<file path="src/rtl/vdac_capture_if.sv">
// Output stream of vdac_capture: recovered 15-bit RGB word plus frame/line flags
// with a valid/ready handshake.
interface vdac_capture_if;
    logic        out_valid;
    logic        out_ready;
    logic [14:0] out_data;
    logic        out_sof;
    logic        out_sol;

    modport master (
        output out_valid,
        output out_data,
        output out_sof,
        output out_sol,
        input  out_ready
    );

    modport slave (
        input  out_valid,
        input  out_data,
        input  out_sof,
        input  out_sol,
        output out_ready
    );
endinterface

</file>
<file path="src/rtl/vdac_capture.sv">
// Recovers 5-bit colour codes from 8-bit VDAC-level samples, packs them into
// 15-bit RGB words and buffers them in a small FIFO; also tracks the line count.
module vdac_capture #(
    parameter int unsigned FIFO_DEPTH = 4,
    parameter int unsigned LINE_W     = 10
) (
    input  logic              clk,
    input  logic              rst,
    input  logic              mode,
    input  logic              in_valid,
    input  logic              in_sof,
    input  logic              in_sol,
    input  logic [7:0]        v_r,
    input  logic [7:0]        v_g,
    input  logic [7:0]        v_b,
    vdac_capture_if.master    vout,
    output logic [LINE_W-1:0] line_cnt,
    output logic              overflow
);

    localparam int unsigned AW = (FIFO_DEPTH > 1) ? $clog2(FIFO_DEPTH) : 1;

    // Nearest code for a scaled level: counts thresholds of v*24+127 against 255*k.
    function automatic logic [4:0] scale5(input logic [7:0] v);
        logic [12:0] x;
        logic [4:0]  q;
        x = 13'(v) * 13'd24 + 13'd127;
        q = '0;
        for (int unsigned k = 1; k <= 24; k++) begin
            if (x >= 13'(255 * k))
                q = q + 5'd1;
        end
        return q;
    endfunction

    logic       s1_valid, s1_mode, s1_sof, s1_sol;
    logic [7:0] s1_r, s1_g, s1_b;

    always_ff @(posedge clk) begin
        if (rst) begin
            s1_valid <= 1'b0;
            s1_mode  <= 1'b0;
            s1_sof   <= 1'b0;
            s1_sol   <= 1'b0;
            s1_r     <= '0;
            s1_g     <= '0;
            s1_b     <= '0;
            line_cnt <= '0;
        end else begin
            s1_valid <= in_valid;
            if (in_valid) begin
                s1_r    <= v_r;
                s1_g    <= v_g;
                s1_b    <= v_b;
                s1_mode <= mode;
                s1_sof  <= in_sof;
                s1_sol  <= in_sol;
                if (in_sof)
                    line_cnt <= '0;
                else if (in_sol && line_cnt != '1)
                    line_cnt <= line_cnt + LINE_W'(1);
            end
        end
    end

    logic [4:0] c_r, c_g, c_b;

    always_comb begin
        c_r = s1_mode ? s1_r[7:3] : scale5(s1_r);
        c_g = s1_mode ? s1_g[7:3] : scale5(s1_g);
        c_b = s1_mode ? s1_b[7:3] : scale5(s1_b);
    end

    logic        s2_valid, s2_sof, s2_sol;
    logic [14:0] s2_word;

    always_ff @(posedge clk) begin
        if (rst) begin
            s2_valid <= 1'b0;
            s2_sof   <= 1'b0;
            s2_sol   <= 1'b0;
            s2_word  <= '0;
        end else begin
            s2_valid <= s1_valid;
            s2_sof   <= s1_sof;
            s2_sol   <= s1_sol;
            s2_word  <= {c_r, c_g, c_b};
        end
    end

    logic [16:0]   mem [FIFO_DEPTH];
    logic [AW-1:0] wr_ptr, rd_ptr;
    logic [AW:0]   count;
    logic          full, push, pop;
    logic [16:0]   head;

    // A pop in the same cycle frees the slot, so a full FIFO still accepts the write.
    always_comb begin
        full = (count == (AW+1)'(FIFO_DEPTH));
        pop  = vout.out_valid & vout.out_ready;
        push = s2_valid & (~full | pop);
        head = mem[rd_ptr];
    end

    always_ff @(posedge clk) begin
        if (push)
            mem[wr_ptr] <= {s2_word, s2_sof, s2_sol};
    end

    always_ff @(posedge clk) begin
        if (rst) begin
            wr_ptr   <= '0;
            rd_ptr   <= '0;
            count    <= '0;
            overflow <= 1'b0;
        end else begin
            if (push)
                wr_ptr <= wr_ptr + AW'(1);
            if (pop)
                rd_ptr <= rd_ptr + AW'(1);
            if (push && !pop)
                count <= count + (AW+1)'(1);
            else if (pop && !push)
                count <= count - (AW+1)'(1);
            if (s2_valid && full && !pop)
                overflow <= 1'b1;
        end
    end

    always_comb begin
        vout.out_valid = (count != '0);
        vout.out_data  = vout.out_valid ? head[16:2] : '0;
        vout.out_sof   = vout.out_valid ? head[1] : 1'b0;
        vout.out_sol   = vout.out_valid ? head[0] : 1'b0;
    end

endmodule

</file>
<file path="src/flat_wrapper.sv">
// flat-port wrapper written by rule: the top's interface ports become plain ports
module vdac_capture_flat 
#(
    parameter int unsigned FIFO_DEPTH = 4,
    parameter int unsigned LINE_W     = 10
)
  (clk, rst, mode, in_valid, in_sof, in_sol, v_r, v_g, v_b, line_cnt, overflow, vout_out_valid, vout_out_data, vout_out_sof, vout_out_sol, vout_out_ready);
  vdac_capture_if vout_i ();
  input  logic clk;
  input  logic rst;
  input  logic mode;
  input  logic in_valid;
  input  logic in_sof;
  input  logic in_sol;
  input  logic [7:0] v_r;
  input  logic [7:0] v_g;
  input  logic [7:0] v_b;
  output logic [LINE_W-1:0] line_cnt;
  output logic overflow;
  output wire logic [$bits(vout_i.out_valid)-1:0] vout_out_valid;
  output wire logic [$bits(vout_i.out_data)-1:0] vout_out_data;
  output wire logic [$bits(vout_i.out_sof)-1:0] vout_out_sof;
  output wire logic [$bits(vout_i.out_sol)-1:0] vout_out_sol;
  input wire logic [$bits(vout_i.out_ready)-1:0] vout_out_ready;
  assign vout_out_valid = vout_i.out_valid;
  assign vout_out_data = vout_i.out_data;
  assign vout_out_sof = vout_i.out_sof;
  assign vout_out_sol = vout_i.out_sol;
  assign vout_i.out_ready = vout_out_ready;
  vdac_capture #(.FIFO_DEPTH(FIFO_DEPTH), .LINE_W(LINE_W)) u_core (.clk(clk), .rst(rst), .mode(mode), .in_valid(in_valid), .in_sof(in_sof), .in_sol(in_sol), .v_r(v_r), .v_g(v_g), .v_b(v_b), .vout(vout_i), .line_cnt(line_cnt), .overflow(overflow));
endmodule
</file>
<file path="config.mk">
export PLATFORM = sky130hd
export DESIGN_NAME = vdac_capture_flat
export DESIGN_NICKNAME = d
export VERILOG_FILES = /design/src/rtl/vdac_capture_if.sv /design/src/rtl/vdac_capture.sv /design/src/flat_wrapper.sv
export SDC_FILE = /design/constraint.sdc
export NUM_CORES = 1
export LEC_CHECK = 0
export BUFFER_PORTS_ARGS = -buffer_cell sky130_fd_sc_hd__buf_4
export CORE_MARGIN = 3
export CORE_UTILIZATION = 65
export CTS_CLUSTER_DIAMETER = 40
export DETAILED_ROUTE_END_ITERATION = 16
export PLACE_DENSITY = 0.91
export SETUP_SLACK_MARGIN = 0.02
export SYNTH_ARGS = -nofsm -noshare
export SYNTH_HDL_FRONTEND = slang
export SYNTH_SLANG_ARGS = --single-unit
</file>
<file path="constraint.sdc">
create_clock -name clk -period 17.55 [get_ports clk]
set_input_delay 1.755 -clock clk [delete_from_list [all_inputs] [get_ports clk]]
set_output_delay 1.755 -clock clk [all_outputs]
set_load 0.05 [all_outputs]
</file>
# Word-level counts from Yosys, hierarchy flattened
# Memory sizes are Yosys's and may differ from the RTL's. A register that Yosys moved wholly into a read port is not among the register bits.
# Cells that the tools add are included.
dict set report totals {
  mem_bits_rw 68
  out_inout_bits 29
  mem_bits_ro 0
  inputBits 31
  latchBits 0
  memories 1
  wordCells 272
  ff_bits 64
}
dict set report op_classes {
  add_sub_neg 77
  n_mul 3
  shifts 0
  muxes 86
  n_lt_le_gt_ge 72
  bitwise 4
  div 0
  reduce_logical 11
  eq_ne 2
}
# name depth word_bits rd rd_ports_with_merged_regs wr line
set mem_list {}
lappend mem_list {u_core.mem 4 17 1 1 1 vdac_capture.sv:91} ;# logic [16:0] mem [FIFO_DEPTH];
# cell count
set op_table {}
lappend op_table {{$mux 5} 72}
lappend op_table {{$add 5x1->5 const B} 66}
lappend op_table {{$ge 13x12->1 const B} 24}
lappend op_table {{$ge 13x13->1 const B} 24}
lappend op_table {{$ge 13x11->1 const B} 12}
lappend op_table {{$ge 13x10->1 const B} 6}
lappend op_table {{$add 13x7->13 const B} 3}
lappend op_table {{$ge 13x8->1 const B} 3}
lappend op_table {{$ge 13x9->1 const B} 3}
lappend op_table {{$mul 8x2->10 const B} 3}
lappend op_table {{$mux 10} 2}
lappend op_table {{$mux 15} 1}
lappend op_table {{$add 10x1->10 const B} 1}
lappend op_table {{$ne 10x10->1 const B} 1}
lappend op_table {{$mux 1} 7}
lappend op_table {{$add 1x1->2 const B} 3}
lappend op_table {{$mux 3} 2}
lappend op_table {{$logic_and 1x1->1} 5}
lappend op_table {{$add 2x1->2 const B} 2}
lappend op_table {{$mux 2} 2}
lappend op_table {{$reduce_bool 2->1} 2}
lappend op_table {{$add 3x1->3 const B} 1}
lappend op_table {{$eq 3x3->1 const B} 1}
lappend op_table {{$reduce_bool 3->1} 1}
lappend op_table {{other kinds (6)} 8}

# Depth between registers and ports, before layout
dict set report depth {
  depth_word 51
  mapped_depth 76
  depth_no_buf 74
}

# Least setup slack after synthesis
# No wires, ideal clock.
dict set report synth_timing {
  path_kind {register -> register}
  from {register u_core.s1_g[1]}
  to {register u_core.s2_word[9]}
  n_path_buf 2
  period_less_slack_ns 13.569
  t_arrival_ns 13.454
  path_stages_with_launch 73
  required_time_ns 17.435
  setup_time_ns 0.115
  slack_ns 3.981
  path_cell_list {dfxtp_1 ha_1 inv_1 fa_1 nor2b_1 o21a_1 o21ai_1 a211oi_1 nand3_1 or4_1 nand3_1 clkbuf_1 nand2_1 nor2_1 ha_1 buf_1 xor2_1 ha_1 [37 not listed] xnor2_1 mux2_2 o21ai_0 ha_1 mux2i_1 xnor2_1 a21oi_1 ha_1 nand2_1 xnor2_1 xnor2_1 xnor2_1 and3_1 or3b_1 mux2i_1 a31oi_1 xor2_1 o21a_1}
}
dict set report synth_via {
  elab_chain_cells 51
  elab_cells_between_ends 74
  cone_classes {add/sub (24); mul (1); order compare (24); mux (25)}
}
# item line
set synth_lines {}
lappend synth_lines {{start: declaration} vdac_capture.sv:37} ;# logic [7:0] s1_r, s1_g, s1_b;
lappend synth_lines {{start signal: assignment} vdac_capture.sv:53} ;# s1_g <= v_g;
lappend synth_lines {{$mul 8x2->10 (*)} vdac_capture.sv:27} ;# x = 13'(v) * 13'd24 + 13'd127;
lappend synth_lines {{$add 13x7->13 (*)} vdac_capture.sv:27}
lappend synth_lines {{$ge 13x8->1} vdac_capture.sv:30} ;# if (x >= 13'(255 * k))
lappend synth_lines {{$mux 1} vdac_capture.sv:30}
lappend synth_lines {{$add 1x1->2} vdac_capture.sv:31} ;# q = q + 5'd1;
lappend synth_lines {{$mux 5} vdac_capture.sv:30}
lappend synth_lines {{$add 5x1->5} vdac_capture.sv:31}
lappend synth_lines {{$mux 5} vdac_capture.sv:30}
lappend synth_lines {{[35 not listed]} --}
lappend synth_lines {{$mux 5} vdac_capture.sv:30}
lappend synth_lines {{$add 5x1->5} vdac_capture.sv:31}
lappend synth_lines {{$mux 5} vdac_capture.sv:30}
lappend synth_lines {{$add 5x1->5} vdac_capture.sv:31}
lappend synth_lines {{$mux 5} vdac_capture.sv:30}
lappend synth_lines {{$add 5x1->5} vdac_capture.sv:31}
lappend synth_lines {{$mux 5 (*)} vdac_capture.sv:30}
lappend synth_lines {{$mux 5 (*)} vdac_capture.sv:70} ;# c_g = s1_mode ? s1_g[7:3] : scale5(s1_g);
lappend synth_lines {{end signal: assignment} vdac_capture.sv:87} ;# s2_word <= {c_r, c_g, c_b};
lappend synth_lines {{end: declaration} vdac_capture.sv:75} ;# logic [14:0] s2_word;
# Every way passes the cells marked *; elsewhere a longest branch is shown, timed or not.
# A chain may end at the register's enable or synchronous reset.

# Worst setup path after layout
# Ends and elaborated chain as after synthesis.

==> flow_summary.toml <==
[clocking]
clock_latency_ns = 0.42
cts_tree = "yes"
clock_path_buffers = 2
clock_sinks = 134
path_clk_slew_ns = 0.06
ctsHtreeMaxLevel = 4
root_buffer = "clkbuf_16"
cts_hold_buffers = 0
post-cts-setup-buffers = 0
cts_resized = 0
cts_inserted_buffers = 17

[global_route]
grt_usage_pct = 32.1
grt_pass1_vias = 16400
grt_start_max_net_pins = 61
gr-total-overflow = 0
antenna_found_initial = 1
grt_first_pass_wirelength_um = 79500

[min_path]
hold_depth = 1
hold_class = "flop to flop"
hold_start = "u_core.s1_valid"
worstHoldEndpoint = "u_core.s2_valid"

[timing]
rsz0062_at_grt = "false"
finalHoldViolCount = 0
slew_headroom_pct = 22.9
slew_violations = 0
fin_crit_ns = 15.74
setup_ws_ns = 1.81
tightest_slew_ns = 1.15
max_clock_freq_ghz = 0.0635
skew_ns = 0.0123
setup_viol = 0
hold_ws_ns = 0.469
finalCritPeriodShare_pct = 89.7
fin_setup_tns_ns = 0

[place]
post-dp-hpwl_um = 35000
dp_slack_ns = 2.32
io_buffer_count = 59
place.gp.congestion = 0.987

[power]
p_sw_mw = 1.90
pwr-share-comb_pct = 79.5
max-vdd-ir-drop_mv = 0.150
p_total_mw = 3.73
clockPowerShare_pct = 9.9
power.leakage_nw = 7.65
power_frac_seq_pct = 10.6
switching_share_pct = 50.9
p_per_area_nw_per_um2 = 196
p_int_mw = 1.83

[drt]
ant_nets = 0
wl_um = 48300
drt_iter0_markers = 1947
wl_per_cell_um = 18.7
first_pass_iters = 7
num_vias = 17400
viasPerCell = 6.74
drc = 0

[yosys]
synth_flop_cell = "edfxtp_1"
synth_compound_area_share_pct = 21.7
synth_top_family_by_area = "simple AND/OR/NAND/NOR gates"
ys_seq_area_share_pct = 18.9
synth-edff-count = 68
synth-simple-area-share_pct = 22.8
ys_top_cells_by_count = "232 x nor2_1, 207 x nand2_1, 176 x xnor2_1"
synth_area_leaders = "edfxtp_1 12%, xnor2_1 8.7%, ha_1 7.8%"
netlist_area_um2 = 17700
synthCells = 2208
synthAdderAreaFrac_pct = 8.39
post-synth-top-area-fraction_pct = 11.5
synth_cell_type_count = 102
syn_nets = 2354
synth_top_cell_by_area = "edfxtp_1"
yosys_warnings = 0
synth_area_per_cell_um2 = 8.04
async_reset_ff_share_pct = 0
ys_seq_elements = 134
yosys.cell_count.top_type = "nor2_1"
synthXorXnorAreaFrac_pct = 17.2
muxShareOfSynthArea_pct = 7.61

[die]
dieArea_um2 = 29300
rows = 59
die_y_um = 171
ios = 60
coreArea_um2 = 26400
initial_core_util_pct = 67.2
die_w_um = 171

[setup_path]
cpPeakStageDelay_ns = 0.75
slowest_stage = "a211oi_1"
cp_num_buf_inv = 4
cp.arrival_ns = 16.05
path_common_cell = "ha_1"
cp-end-kind = "flop"
critPathKind = "flop to flop"
r2r-end = "u_core.s2_word[9]"
r2r_cells = 71
crit_fanout = 15
r2r_slack_ns = 1.81
cp.required_ns = 17.86
r2r-start = "u_core.s1_g[1]"
crit_family = "adder cells"
critPathLaunchType = "flop"

[cells_and_area]
nets = 2377
fin_util_pct = 72.1
final_layout_size_suffix_gt1_share_pct = 8.91
multi_input_area_um2 = 13800
register_area_um2 = 3360
fillers = 1887
areaGrowthSynthToFinish_pct = 7.36

[outcome]
status = "complete, no violations"

[job]
max_cap_violations = 0
-- sequential cells by signal, indices dropped and copies added, names as in the netlist, named ones only --
register and flops:
u_core.mem 68, u_core.s2_word 15, u_core.line_cnt 10, u_core.s1_b 8
u_core.s1_g 8, u_core.s1_r 8, u_core.count 3, u_core.rd_ptr 2
u_core.wr_ptr 2, u_core.overflow 1, u_core.s1_mode 1, u_core.s1_sof 1
u_core.s1_sol 1, u_core.s1_valid 1, u_core.s2_sof 1, u_core.s2_sol 1
u_core.s2_valid 1
-- cell families after synthesis --
family          count (synthesis)
simple gates                  829
compound gates                566
xor+xnor                      290
buf+inv                       160
flops                         134
fa+ha+maj                     117
mux                           112
-- placed cells by master (no fill, tap or decap), drive strengths merged, types with 9 or more instances in the layout --
cell and instances:
nor2b 25, a22oi 10, mux4 17, ha 111, nand2 207, a2111oi 10
o21a 24, xnor2 179, nand3 73, xor2 79, nand2b 15, mux2 14
o2111ai 9, nor2 232, edfxtp 68, dfxtp 66, inv 94, a211o 9
nor3 59, buf 72, and3 34, or2 26, a21oi 129, nand4 34
o31ai 13, clkbuf 22, a211oi 32, or4 10, or3 13, xnor3 27
a31oi 25, o22ai 13, a21o 21, o211ai 29, and2 48, nor4 21
mux2i 81, o21ai 123
-- worst max-delay path by stage --
| stage | end | startpoint | cells after the start |
|---|---|---|---|
| after floorplan | u_core.s2_word[9] | u_core.s1_g[1] | 72 |
| after CTS | u_core.s2_word[9] | u_core.s1_g[1] | 71 |
| after global placement | u_core.s2_word[9] | u_core.s1_g[1] | 71 |
| final | u_core.s2_word[9] | u_core.s1_g[1] | 71 |
| after detailed placement | u_core.s2_word[9] | u_core.s1_g[1] | 71 |
| after global routing | u_core.s2_word[9] | u_core.s1_g[1] | 71 |
-- area by class of cell --
| cell class | instances | share of cell area (%) |
|---|---|---|
| inverter | 92 | 1.81 |
| clock buffer | 22 | 2.55 |
| antenna | 2 | 0.0263 |
| sequential | 134 | 17.7 |
| clock inverter | 10 | 0.617 |
| tap | 335 | 2.20 |
| timing repair buffer | 72 | 2.84 |
| multi-input combinational | 1914 | 72.3 |
-- power by group through the flow --
stage	Sequential [mW]	Combinational (mW)	Clock (mW)
floorplan	0.388	2.35	0
finish	0.397	2.97	0.370
global route	0.398	3.26	0.381
detailed placement	0.399	2.87	0
CTS	0.395	2.92	0.368
global placement	0.395	2.74	0
-- layer usage --
layer	global-route usage, %	share of wire [%]	vias up
met3	4.76	6.9	152
met2	55.0	48	822
met5	0	0	-
met1	41.5	42	8219
met4	11.4	3.3	0
li1	-	-	8196
-- worst reg2reg max path: cells and delay by family (launching register included) --
| kind | cells | cell delay, ns |
|---|---|---|
| AOI/OAI and AO/OA | 18 | 3.93 |
| xor gates and xnor gates | 12 | 2.25 |
| adders and majority gates | 13 | 4.02 |
| buffers and inverters | 4 | 0.21 |
| DFF | 1 | 0.43 |
| muxes | 7 | 1.59 |
| and+or+nand+nor | 17 | 3.22 |
-- stage by stage --
step	instances	instance area (µm²)
3_3_place_gp	2547	18400
5_1_grt	2580	19100
4_1_cts	2579	19000
2_1_floorplan	2208	17700
3_5_place_dp	2547	18400
6_report	2581	19100
Note: power is estimated with default switching activity, not from simulation.
